### src/rtl/min_broadcast_expand_pkg.sv
// Shared types and defaults for the min-broadcast expander and its input FIFO.
package min_broadcast_expand_pkg;

    localparam int DEFAULT_DATA_W = 32;

    typedef enum logic {
        IDLE = 1'b0,
        EMIT = 1'b1
    } state_t;

    // Replica index width; never zero so DIM_LEN == 1 still has a legal port.
    function automatic int cnt_width(input int dim_len);
        return (dim_len > 1) ? $clog2(dim_len) : 1;
    endfunction

endpackage

### src/rtl/min_broadcast_expand_fifo2.sv
// Two-entry input FIFO used by min_broadcast_expand when MIN_BCAST_QUEUE_EN is defined.
module min_bcast_fifo2
    import min_broadcast_expand_pkg::*;
#(
    parameter int DATA_W = DEFAULT_DATA_W
) (
    input  logic              clk,
    input  logic              rst,
    input  logic              push,
    input  logic [DATA_W-1:0] push_data,
    input  logic              pop,
    output logic [DATA_W-1:0] head,
    output logic              empty,
    output logic              full
);

    logic [DATA_W-1:0] mem_q [2];
    logic [DATA_W-1:0] mem_d [2];
    logic              rd_ptr_q, rd_ptr_d;
    logic [1:0]        count_q, count_d;
    logic              wr_ptr;
    logic              do_push, do_pop;

    assign empty   = (count_q == 2'd0);
    assign full    = (count_q == 2'd2);
    assign head    = mem_q[rd_ptr_q];
    assign do_pop  = pop && !empty;
    // A full FIFO may accept a push when the head leaves in the same cycle.
    assign do_push = push && (!full || do_pop);
    // When full the write slot equals the head slot, which is vacated by the pop.
    assign wr_ptr  = rd_ptr_q ^ count_q[0];

    always_comb begin
        mem_d    = mem_q;
        rd_ptr_d = rd_ptr_q;
        count_d  = count_q;
        if (do_push) mem_d[wr_ptr] = push_data;
        if (do_pop) rd_ptr_d = ~rd_ptr_q;
        case ({do_push, do_pop})
            2'b10:   count_d = count_q + 2'd1;
            2'b01:   count_d = count_q - 2'd1;
            default: count_d = count_q;
        endcase
    end

    always_ff @(posedge clk) begin
        if (rst) begin
            mem_q    <= '{default: '0};
            rd_ptr_q <= 1'b0;
            count_q  <= 2'd0;
        end else begin
            mem_q    <= mem_d;
            rd_ptr_q <= rd_ptr_d;
            count_q  <= count_d;
        end
    end

endmodule

### src/rtl/min_broadcast_expand.sv
// Replicates each reduced input word DIM_LEN times with its position index.
// Define MIN_BCAST_QUEUE_EN to add a 2-entry input queue for gap-free groups.
module min_broadcast_expand
    import min_broadcast_expand_pkg::*;
#(
    parameter int DATA_W  = DEFAULT_DATA_W,
    parameter int DIM_LEN = 16,
    localparam int CNT_W  = cnt_width(DIM_LEN)
) (
    input  logic              clk,
    input  logic              rst,
    input  logic              in_valid,
    output logic              in_ready,
    input  logic [DATA_W-1:0] in_data,
    output logic              out_valid,
    input  logic              out_ready,
    output logic [DATA_W-1:0] out_data,
    output logic [CNT_W-1:0]  out_idx,
    output logic              out_last
);

    localparam logic [CNT_W-1:0] IDX_MAX       = CNT_W'(DIM_LEN - 1);
    localparam logic             FIRST_IS_LAST = (DIM_LEN == 1);

    state_t            state_q, state_d;
    logic [DATA_W-1:0] data_q, data_d;
    logic [CNT_W-1:0]  idx_q, idx_d;
    logic              last_q, last_d;

    logic              in_hs, out_hs, group_done, slot_free;
    logic              load;
    logic [DATA_W-1:0] load_data;

    // Valid/ready: a word or replica moves on any edge where both are high;
    // valid never waits on ready, and outputs hold while valid && !ready.
    assign in_hs      = in_valid && in_ready;
    assign out_hs     = out_valid && out_ready;
    assign group_done = out_hs && last_q;
    assign slot_free  = (state_q == IDLE) || group_done;

    assign out_valid  = (state_q == EMIT);
    assign out_data   = data_q;
    assign out_idx    = idx_q;
    assign out_last   = last_q;

`ifdef MIN_BCAST_QUEUE_EN
    logic              fifo_push, fifo_pop, fifo_empty, fifo_full;
    logic [DATA_W-1:0] fifo_head;

    // Queued words go first; an empty queue lets the incoming word bypass it.
    assign in_ready  = !fifo_full;
    assign fifo_pop  = slot_free && !fifo_empty;
    assign fifo_push = in_hs && !(slot_free && fifo_empty);
    assign load      = slot_free && (!fifo_empty || in_hs);
    assign load_data = fifo_empty ? in_data : fifo_head;

    min_bcast_fifo2 #(
        .DATA_W(DATA_W)
    ) u_fifo (
        .clk      (clk),
        .rst      (rst),
        .push     (fifo_push),
        .push_data(in_data),
        .pop      (fifo_pop),
        .head     (fifo_head),
        .empty    (fifo_empty),
        .full     (fifo_full)
    );
`else
    assign in_ready  = (state_q == IDLE);
    assign load      = in_hs;
    assign load_data = in_data;
`endif

    always_comb begin
        state_d = state_q;
        data_d  = data_q;
        idx_d   = idx_q;
        last_d  = last_q;
        if (load) begin
            state_d = EMIT;
            data_d  = load_data;
            idx_d   = '0;
            last_d  = FIRST_IS_LAST;
        end else if (group_done) begin
            state_d = IDLE;
            last_d  = 1'b0;
        end else if (out_hs) begin
            idx_d  = idx_q + 1'b1;
            last_d = ((idx_q + 1'b1) == IDX_MAX);
        end
    end

    always_ff @(posedge clk) begin
        if (rst) begin
            state_q <= IDLE;
            data_q  <= '0;
            idx_q   <= '0;
            last_q  <= 1'b0;
        end else begin
            state_q <= state_d;
            data_q  <= data_d;
            idx_q   <= idx_d;
            last_q  <= last_d;
        end
    end

endmodule

### config.mk
export PLATFORM = sky130hd
export DESIGN_NAME = min_broadcast_expand
export DESIGN_NICKNAME = d
export VERILOG_FILES = /design/src/rtl/min_broadcast_expand_pkg.sv /design/src/rtl/min_broadcast_expand_fifo2.sv /design/src/rtl/min_broadcast_expand.sv
export SDC_FILE = /design/constraint.sdc
export NUM_CORES = 1
export LEC_CHECK = 0
export BUFFER_PORTS_ARGS = -buffer_cell sky130_fd_sc_hd__buf_2
export CORE_MARGIN = 10
export CORE_UTILIZATION = 29
export CTS_CLUSTER_DIAMETER = 200
export DETAILED_ROUTE_END_ITERATION = 10
export GPL_TIMING_DRIVEN = 0
export PLACE_DENSITY = 0.68
export RECOVER_POWER = 50
export SLEW_MARGIN = 20
export SYNTH_ARGS = -nofsm -noshare
export SYNTH_HDL_FRONTEND = slang
export SYNTH_SLANG_ARGS = --single-unit
### constraint.sdc
create_clock -name clk -period 0.95 [get_ports clk]
set_input_delay 0.2375 -clock clk [delete_from_list [all_inputs] [get_ports clk]]
set_output_delay 0.2375 -clock clk [all_outputs]
set_load 0.02 [all_outputs]
Yosys cells after proc, flatten, opt, wreduce, memory -nomap -nowiden
Index checks and enable logic that the tools add are counted.

word-level totals
  flip-flop bits (word level) = 38

cells by class
  bitwise logic cells = 2
  muxes and demuxes = 2
  reductions and logical operators = 7
  add/sub/neg operators = 1
  equal/unequal tests = 1

operator list
  cell                                          number
  adder 4 x 1 -> 4 bit (second input constant)  1
  == test 4 bit (second input constant)         1
  logical AND 1 bit                             3
  OR reduction 3 bit                            1
  2-to-1 mux 1 bit                              2
  NOT 1 bit                                     2
  AND reduction 2 bit                           1
  nonzero test 2 bit                            1
  OR reduction 2 bit                            1

Logic depth before layout (Yosys ltp)
Gate-level depths: netlist (run 1).

  depth after elaboration = 4
  depth in mapped cells = 6

Worst setup path before layout (run 1)
Ideal clock, no wire load.

  path kind = register -> register
  start = reg state_q (netlist: out_valid)
  end = reg idx_q[3] (netlist: out_idx[3])
  arrival time = 1139 ps
  slack = -255 ps
  data required time = 884 ps
  stages on the path, launching flop included = 5
  clock period less this slack = 1205 ps
  setup time = 66 ps
  buffers on the path = 1
  cell sequence = dfxtp_1 -> buf_6 -> nand3b_1 -> or3_1 -> a21oi_2

on the way
  longest elaborated chain between the ends = 4
  elaborated cells on any way between the ends = 7
  classes of those cells = bitwise (2); reduce/logical (5)

RTL lines
  what                                  RTL line                     RTL
  from (decl)                           min_broadcast_expand.sv:25   state_t state_q, state_d;
  from (signal assigned)                min_broadcast_expand.sv:101  state_q <= state_d;
  logical AND 1 bit                     min_broadcast_expand.sv:37   assign out_hs = out_valid && out_ready;
  logical AND 1 bit                     min_broadcast_expand.sv:38   assign group_done = out_hs && last_q;
  NOT 1 bit (no source line)            -
  AND reduction 2 bit (no source line)  -
  to (signal assigned)                  min_broadcast_expand.sv:103  idx_q <= idx_d;
  to (decl)                             min_broadcast_expand.sv:27   logic [CNT_W-1:0] idx_q, idx_d;

Several ways; a longest one is shown, not always the timed one.
A chain may end at the register's enable or synchronous reset.

Worst setup path after layout (run 1)
  start = reg state_q (netlist: out_valid)
  end = reg last_q (netlist: out_last)

on the way
  longest elaborated chain between the ends = 3
  elaborated cells on any way between the ends = 5
  classes of those cells = bitwise (1); reduce/logical (4)

RTL lines
  what                                                   RTL line                                                RTL
  logical AND 1 bit / NOT 1 bit (equally long branches)  min_broadcast_expand.sv:37, min_broadcast_expand.sv:70
  logical AND 1 bit (on tied branches)                   min_broadcast_expand.sv:38, min_broadcast_expand.sv:36
  OR reduction 3 bit (no source line)                    -
  to (signal assigned)                                   min_broadcast_expand.sv:104                             last_q <= last_d;
  to (decl)                                              min_broadcast_expand.sv:28                              logic last_q, last_d;

Several ways; a longest one is shown, not always the timed one.

==> impl_metrics.csv, run 1 <==
group,metric,value,unit
synthesis,synth_cells,177,
worst_setup_path,worstSetupPathType,"flop to flop",
global_routing,grt_usage,10.0,%
worst_setup_path,start_kind,"flop",
routing,vias,1509,
synthesis,avgSynthCellArea,8.24,sq um
cts,clockBufferDepth,2,
global_routing,grt_max_degree,13,
routing,vias_per_cell,4.41,
finish,fin_nets,312,
timing,fin_hold_ws,0.175,ns
timing,skew,0.00419,ns
timing,setup_slack,-0.200,ns
routing,wl_per_cell,14.2,um
timing,tightest_slew,0.537,ns
timing,rsz0062_at_grt,"true",
floorplanning,die-area,8260,sq um
cts,insertion_delay,0.28,ns
finish,fin_util,57.4,%
synthesis,synthTopCellsByArea,"dfxtp_1 (52%), nand2_1 (17%), a21oi_1 (11%)",
cts,numCtsBuffers,5,
synthesis,synth_top_area_share,52.2,%
synthesis,yosys-top-cells-count,"nand2_1 (67), dfxtp_1 (38), a21oi_1 (33)",
cts,cts_root_buf,"clkbuf_8",
timing,relSlewSlack,64.2,%
routing,wirelength,4.84,mm
placed_design,dp.cells,317,
timing,fmax,869,MHz
finish,fillers,432,
synthesis,synth_area,1460,sq um
timing,setup_viol,77,
power,leakage,1.19,nW
floorplanning,die_x,90.9,um
timing,finalCritPeriodShare,121,%
synthesis,synthArstFlopShare,0,%
routing,dr.pass1.iters,2,
floorplanning,ios,75,
cts,htreeDepth,2,
worst_setup_path,endpoint_kind,"flop",
placed_design,port_buffers,73,
synthesis,yosysMostFrequentCell,"nand2_1",
job,maxCapViolations,0,
synthesis,ys_ff_latch,38,
finish,instances_no_fill,342,
synthesis,synth_edf_count,0,
synthesis,synth_largest_area_cell,"dfxtp_1",
worst_hold_path,holdCritPathClass,"input port to flop",
finish,ff_latch_area,823,sq um
worst_setup_path,required,1.12,ns
floorplanning,start_util,30.5,%
worst_setup_path,cp.arrival,1.32,ns
cts,cts_sinks,38,
global_routing,grt_pass1_vias,1438,
finish,insertedDiodeCount,0,
routing,ant_nets,0,
routing,drc,0,
cts,cts_tree,"built",
floorplanning,core-area,4790,sq um
finish,layout-drive-gt1-share,71.3,%
cts,clk_pin_slew,0.08,ns
outcome,status,"finished, violations left",
timing,period_minus_slack,1.15,ns
cts,cts_hold_buf,0,
outcome,violations,"setup timing",
finish,multi_input_area,774,sq um
synthesis,synth_fp_nets,215,
worst_setup_path,cp_max_fo,7,
synthesis,ys_types,25,
synthesis,yosysSeqAreaShare,52.2,%
synthesis,synth_warnings,0,
timing,slew_violations,0,
synthesis,ys.flop_type,"dfxtp_1",
worst_setup_path,r2r_slack,-0.20,ns
finish,area_growth,88.5,%
power,power.density,1400,nW/um^2
floorplanning,floorplan.rows,25,
global_routing,antenna_found_initial,0,
global_routing,overflow,0,
floorplanning,die_h,90.9,um
power,peakVddDrop,1.02,mV
placed_design,dp_hpwl,3.10,mm
routing,drt_iter0_drc,33,
timing,final_hold_viol_count,0,
placed_design,gp_congestion,0.715,
global_routing,grt_pass1_wl,6.90,mm
-- repair_timing --
action	in CTS	in global routing
gates resized for setup	124	55
setup endpoints to repair	77	77
gates cloned	0	3
setup buffers	5	9
pin swaps	3	21
-- critical path: stages (launching register included) --
cell and delay, ns:
dfxtp_4 0.35, buf_6 0.13, nand2b_4 0.14, buf_8 0.13, buf_12 0.12, nand2b_4 0.09
o22ai_1 0.07
-- worst paths after layout --
path,start,end,depth (start not counted)
worst max-delay path,out_valid$_SDFFE_PP0P_,out_last$_SDFFE_PP0P_,6
worst min-delay path,in_data[31],out_data[31]$_SDFFE_PP0P_,3
worst max register to register,out_valid$_SDFFE_PP0P_,out_last$_SDFFE_PP0P_,6
worst min register to register,out_data[6]$_SDFFE_PP0P_,out_data[6]$_SDFFE_PP0P_,2
-- logic make-up (layout without fill, tap and decap cells) --
kind of cell             Yosys count  after routing  share of synthesized area [%]
AND/OR/NAND/NOR                   81             81                           23.3
AO/OA/AOI/OAI                     37             37                           13.2
flip-flops                        38             38                           52.2
buffers and inverters             15            113                           7.21
adder cells (fa/ha/maj)            2              2                           1.72
XOR/XNOR                           4              4                           2.40
-- stage by stage --
| step | power, mW | area (sq um) | setup slack [ns] | TNS, ns |
|---|---|---|---|---|
| 3_3_place_gp | 2.34 | 1940 | -0.255 | -7.72 |
| 2_1_floorplan | 2.12 | 1490 | -0.134 | -4.48 |
| 6_report | 3.84 | 2750 | -0.200 | -7.99 |
| 3_5_place_dp | 2.35 | 1940 | -0.248 | -7.46 |
| 5_1_grt | 4.06 | 2750 | -0.242 | -11.12 |
| 4_1_cts | 3.71 | 2410 | -0.196 | -7.83 |
-- registers in the layout, summed over array words and instances (netlist names) --
signal,cells
out_data,32
out_last,1
out_idx,4
out_valid,1
-- placed cells by master, fill, tap and decap left out, drive strengths merged, types with 2 or more instances in the layout --
master   n
nand3    2
nor2     4
clkbuf  12
xor2     3
nand2   67
nand2b   2
dfxtp   38
buf     97
inv      3
a21oi   34
ha       2
-- per-layer routing --
metal  share of wire, %  wire length [um]  track usage [%]
met5                  0                 0                0
met2                 53              2560             17.4
met1                 39              1900             10.6
met3                7.5               361             4.90
met4               0.52                25             2.74
-- area by class of cell --
| type | count | area share (%) |
|---|---|---|
| sequential | 38 | 30.0 |
| timing repair buffer | 90 | 29.6 |
| multi-input combinational | 124 | 28.2 |
| buffer | 13 | 5.56 |
| tap | 67 | 3.05 |
| clock buffer | 6 | 3.01 |
| clock inverter | 2 | 0.410 |
| inverter | 2 | 0.273 |
-- power breakdown --
part	leakage (nW)	internal [mW]	switching, mW
clock network	0.0515	0.585	0.559
registers	0.329	1.69	0.0652
logic	0.806	0.494	0.445
total	1.19	2.77	1.07
No activity file was read; power rests on OpenSTA's default activity.
==> run 2, diff against run 1 <==
- PLACE_DENSITY: 0.68 -> 0.62
==> run 2 against run 1 <==
Compared with the run above:
- clock power about the same
- global-route usage up 0.18 points
- combinational power down 5.8%
- the flow still finishes with violations (setup timing)
- first-iteration DRC count down 67%
- core utilization down 1.7 points
==> impl_metrics.csv, run 2 (synthesized netlist as in run 1, its figures left out) <==
group,metric,value,unit
routing,drt_iter0_drc,11,
worst_setup_path,critPathBufInv,3,
worst_setup_path,cp_max_fo,7,
job,maxCapViolations,0,
cts,numCtsBuffers,5,
placed_design,placed_area,1940,sq um
timing,slew_violations,0,
worst_setup_path,path_delay_family,"flip-flops",
timing,final_hold_viol_count,0,
cts,cts_hold_buf,0,
placed_design,dp_slack,-0.255,ns
power,p_comb_share,23.5,%
routing,wirelength,4.63,mm
cts,cts_root_buf,"clkbuf_8",
finish,fillers,462,
worst_setup_path,reg2regPathDepth,6,
power,p_switching,1.03,mW
worst_setup_path,rr_endpoint,"out_data[1]$_SDFFE_PP0P_",
floorplanning,die_x,90.9,um
floorplanning,die-area,8260,sq um
finish,fin_nets,308,
finish,mostFrequentLayoutCell,"nand2_1",
timing,fmax,870,MHz
power,leakage,1.12,nW
floorplanning,core-area,4790,sq um
power,power.density,1410,nW/um^2
global_routing,grt_usage,10.2,%
timing,period_minus_slack,1.15,ns
worst_setup_path,required,0.71,ns
global_routing,antenna_found_initial,0,
timing,rsz0062_at_grt,"true",
global_routing,overflow,0,
worst_setup_path,r2r_slack,-0.19,ns
routing,vias,1481,
cts,insertion_delay,0.28,ns
placed_design,port_buffers,73,
routing,vias_per_cell,4.38,
worst_hold_path,hold_end,"out_data[11]$_SDFFE_PP0P_",
worst_setup_path,endpoint_kind,"output pin",
finish,insertedDiodeCount,0,
routing,ant_nets,0,
cts,clk_pin_slew,0.07,ns
power,p_seq_share,46.5,%
finish,area_growth,82.8,%
worst_setup_path,cp_cell_sequence,"buf_8, inv_4, buf_6",
finish,fin_util,55.7,%
worst_hold_path,hold_depth,3,
floorplanning,floorplan.rows,25,
cts,clockBufferDepth,2,
global_routing,grt_pass1_wl,7.01,mm
global_routing,grt_max_degree,12,
power,peakVddDrop,0.622,mV
timing,skew,0.00592,ns
worst_setup_path,start_kind,"flop",
finish,layout-drive-gt1-share,67.5,%
worst_hold_path,hold_start,"in_data[11]",
power,power.internal,2.74,mW
finish,mostFrequentLayoutCells,"nand2_1 (52), buf_6 (43), buf_2 (34), dfxtp_2 (33), a21oi_1 (18)",
cts,cts_sinks,38,
floorplanning,start_util,30.5,%
worst_setup_path,cpMaxStageDelayCell,"dfxtp_4",
routing,dr.pass1.iters,2,
timing,finalCritPeriodShare,121,%
cts,htreeDepth,2,
outcome,violations,"setup timing",
floorplanning,ios,75,
timing,setup_viol,77,
floorplanning,die_h,90.9,um
worst_hold_path,holdCritPathClass,"input port to flop",
worst_setup_path,worstSetupPathType,"flop to output pin",
timing,setup_slack,-0.200,ns
routing,wl_per_cell,13.7,um
placed_design,gp_congestion,0.732,
routing,drc,0,
worst_setup_path,cp.arrival,0.91,ns
global_routing,grt_pass1_vias,1423,
power,swShare,27.4,%
worst_setup_path,rr_startpoint,"out_valid$_SDFFE_PP0P_",
finish,largest_reg_flops,32,
timing,relSlewSlack,60.2,%
power,clock_power_share,30.0,%
timing,tightest_slew,0.596,ns
outcome,status,"finished, violations left",
finish,final_area,2670,sq um
power,total_power,3.77,mW
placed_design,dp_hpwl,3.05,mm
cts,cts_tree,"built",
worst_setup_path,slowest_delay,0.35,ns
==> run 2: worst max-delay path by stage <==
stage / start / to / cells after the start / slack [ns]
3_3_place_gp: rst / out_valid$_SDFFE_PP0P_ / 3 / -0.23
5_1_grt: out_valid$_SDFFE_PP0P_ / out_data[8]$_SDFFE_PP0P_ / 6 / -0.27
3_5_place_dp: rst / out_data[29]$_SDFFE_PP0P_ / 3 / -0.25
2_1_floorplan: out_valid$_SDFFE_PP0P_ / out_data[0]$_SDFFE_PP0P_ / 6 / -0.13
4_1_cts: out_valid$_SDFFE_PP0P_ / in_ready / 3 / -0.21
6_report: out_valid$_SDFFE_PP0P_ / in_ready / 3 / -0.20
==> run 2: cell type report <==
class,count,area [sq um],area share (%)
clock buffers,7,86.3,3.24
flip-flops and latches,38,821,30.8
plain buffers,12,128,4.79
multi-input cells,124,774,29.1
well taps,67,83.8,3.15
clock inverters,1,5.00,0.188
inverters,2,10.0,0.376
repair buffers,87,757,28.4
==> run 2: per-stage QoR <==
step           TNS (ns)  instances  hold slack, ns
2_1_floorplan     -4.48        177           0.378
3_3_place_gp      -7.18        317           0.434
3_5_place_dp      -7.81        317           0.441
4_1_cts           -8.36        330           0.169
5_1_grt          -11.39        338           0.165
6_report          -7.21        338           0.174
==> run 2: worst min-delay path, cell delays in order <==
cell,delay (ns)
buf_2,0.10
nand2_2,0.04
a21oi_1,0.04
==> run 2: timing repair <==
item / CTS / global route
resized for setup: 129 / 42
gates cloned: 0 / 4
endpoints found under the setup margin: 77 / 77
pin swaps: 6 / 28
buffers inserted: 6 / 4
==> run 2: power groups by stage <==
stage / Sequential [mW] / Clock, mW / Combinational [mW]
global placement: 1.75 / 0 / 0.592
floorplan: 1.87 / 0 / 0.253
global route: 1.77 / 1.25 / 0.960
detailed placement: 1.75 / 0 / 0.596
finish: 1.75 / 1.13 / 0.885
CTS: 1.75 / 1.19 / 0.763
==> run 2: metal layers <==
layer / wire length (um) / GRT usage (%)
met1: 1990 / 11.4
met4: 38 / 3.13
met2: 2210 / 16.4
met3: 388 / 5.49
met5: 0 / 0
==> run 3, diff against run 2 <==
- CORE_MARGIN: 10 -> 5
- GPL_TIMING_DRIVEN: 0 -> default
==> run 3 against run 2 <==
Compared with the run above:
- sequential power barely moved
- clock skew fell by 0.00083 ns
- final area rose by 1.1%
- the flow still finishes with violations (setup timing)
- highest routed layer unchanged
- critical endpoint is now out_data[13]$_SDFFE_PP0P_
- register-to-register slack worse by 0.02 ns
- global-route usage rose by 2.4 points
- die area fell by 21%
- via count is 3.4% higher
- core utilization up 0.60 points
- critical path type is now flop to flop
- critical path depth rose by 3
- routed wire length is 1.3% lower
==> impl_metrics.csv, run 3 (synthesized netlist as in run 1, its figures left out) <==
group,metric,value,unit
worst_setup_path,reg2regPathDepth,6,
finish,area_growth,84.8,%
routing,drt_iter0_drc,28,
global_routing,grt_max_degree,34,
floorplanning,ios,75,
timing,finalSetupTns,-7.65,ns
finish,insertedDiodeCount,0,
job,maxCapViolations,0,
finish,instances_no_fill,341,
floorplanning,floorplan.rows,25,
worst_setup_path,path_delay_family,"buffers and inverters",
worst_setup_path,slowest_delay,0.35,ns
worst_hold_path,hold_depth,3,
timing,relSlewSlack,83.9,%
worst_setup_path,rr_startpoint,"out_valid$_SDFFE_PP0P_",
placed_design,dp.cells,315,
worst_hold_path,hold_start,"in_data[25]",
worst_setup_path,cp.arrival,1.37,ns
outcome,violations,"setup timing",
worst_setup_path,critPathBufInv,3,
finish,fin_nets,312,
placed_design,gp_congestion,0.733,
finish,mostFrequentLayoutCell,"nand2_1",
placed_design,port_buffers,74,
worst_hold_path,holdCritPathClass,"input port to flop",
power,leakage,1.16,nW
floorplanning,start_util,30.5,%
finish,largest_reg_flops,32,
timing,final_hold_viol_count,0,
worst_setup_path,cp_max_fo,8,
timing,setup_viol,77,
timing,setup_slack,-0.207,ns
timing,period_minus_slack,1.16,ns
cts,clk_pin_slew,0.07,ns
cts,cts_hold_buf,0,
power,total_power,3.74,mW
routing,vias,1532,
cts,insertion_delay,0.28,ns
routing,drc,0,
global_routing,grt_pass1_wl,6.43,mm
floorplanning,core-area,4790,sq um
global_routing,grt_usage,12.6,%
worst_setup_path,cp_cell_sequence,"buf_6, nor2b_4, buf_12, clkbuf_16, nand2_1, a21oi_2",
cts,cts_sinks,38,
outcome,status,"finished, violations left",
finish,layout-drive-gt1-share,67.2,%
worst_setup_path,cpMaxStageDelayCell,"dfxtp_4",
timing,skew,0.00509,ns
cts,numCtsBuffers,5,
worst_setup_path,worstSetupPathType,"flop to flop",
worst_setup_path,r2r_slack,-0.21,ns
global_routing,grt_pass1_vias,1447,
timing,tightest_slew,0.238,ns
global_routing,antenna_found_initial,0,
worst_hold_path,hold_end,"out_data[25]$_SDFFE_PP0P_",
global_routing,overflow,0,
power,power.density,1390,nW/um^2
placed_design,dp_hpwl,2.62,mm
routing,dr.pass1.iters,4,
floorplanning,die-area,6540,sq um
floorplanning,die_x,80.9,um
cts,cts_tree,"built",
finish,fin_util,56.3,%
timing,rsz0062_at_grt,"true",
worst_setup_path,rr_endpoint,"out_data[13]$_SDFFE_PP0P_",
floorplanning,die_h,80.9,um
worst_setup_path,start_kind,"flop",
routing,wirelength,4.57,mm
routing,wl_per_cell,13.4,um
placed_design,placed_area,1950,sq um
finish,final_area,2690,sq um
routing,ant_nets,0,
routing,vias_per_cell,4.49,
cts,cts_root_buf,"clkbuf_8",
timing,slew_violations,0,
cts,clockBufferDepth,2,
finish,mostFrequentLayoutCells,"nand2_1 (55), buf_6 (44), buf_2 (35), dfxtp_2 (33)",
timing,fmax,864,MHz
worst_setup_path,endpoint_kind,"flop",
worst_setup_path,startpoint,"out_valid$_SDFFE_PP0P_",
cts,htreeDepth,2,
power,peakVddDrop,0.740,mV
timing,finalCritPeriodShare,122,%
worst_setup_path,required,1.16,ns
## run 3: changes by cell type in the layout (fill, tap and decap cells not counted), moves of 2 or more
cell,change
nand2_2,-4
buf_12,+4
nand2_1,+3
buf_8,-5
a21oi_2,+2
buf_4,+6
clkbuf_1,-3
## run 3: layout make-up
cell class	count	area, sq um
inverters	2	10.0
repair buffers	103	961
flip-flops and latches	38	821
well taps	67	83.8
multi-input cells	124	732
clock buffers	7	86.3
fillers	440	2090
## run 3: what timing repair did
item | 4_1_cts | 5_1_grt
pin swaps | 3 | 32
setup endpoints to repair | 76 | 77
buffers inserted | 5 | 10
gates cloned | 0 | 4
resized for setup | 122 | 34
## run 3: metal layers
metal | GRT usage, % | routed length, um | vias to the layer above
li1 | - | - | 766
met1 | 13.5 | 1870 | 712
met2 | 22.7 | 2340 | 48
met3 | 4.77 | 316 | 6
met4 | 4.05 | 48 | 0
met5 | 0 | 0 | -
## run 3: how the worst max path moves through the flow
stage / to / slack (ns) / cells after the start
final: out_data[13]$_SDFFE_PP0P_ / -0.21 / 6
after detailed placement: out_data[17]$_SDFFE_PP0P_ / -0.08 / 5
after global placement: out_data[28]$_SDFFE_PP0P_ / -0.06 / 5
after floorplan: out_data[0]$_SDFFE_PP0P_ / -0.13 / 6
after CTS: in_ready / -0.20 / 3
after global routing: out_data[29]$_SDFFE_PP0P_ / -0.28 / 6
## run 3: stage by stage
step | hold WS, ns | worst slack [ns]
2_1_floorplan | 0.378 | -0.134
3_3_place_gp | 0.436 | -0.0590
3_5_place_dp | 0.441 | -0.0833
4_1_cts | 0.169 | -0.202
5_1_grt | 0.171 | -0.275
6_report | 0.181 | -0.207
## run 3: tightest hold or removal path: stages
cell,delay (ns)
buf_2,0.10
nand2_2,0.05
a21oi_2,0.04
## run 3: report_power, final
part           switching [mW]  internal (mW)
sequential             0.0652           1.69
combinational           0.426          0.469
clock                   0.516          0.575
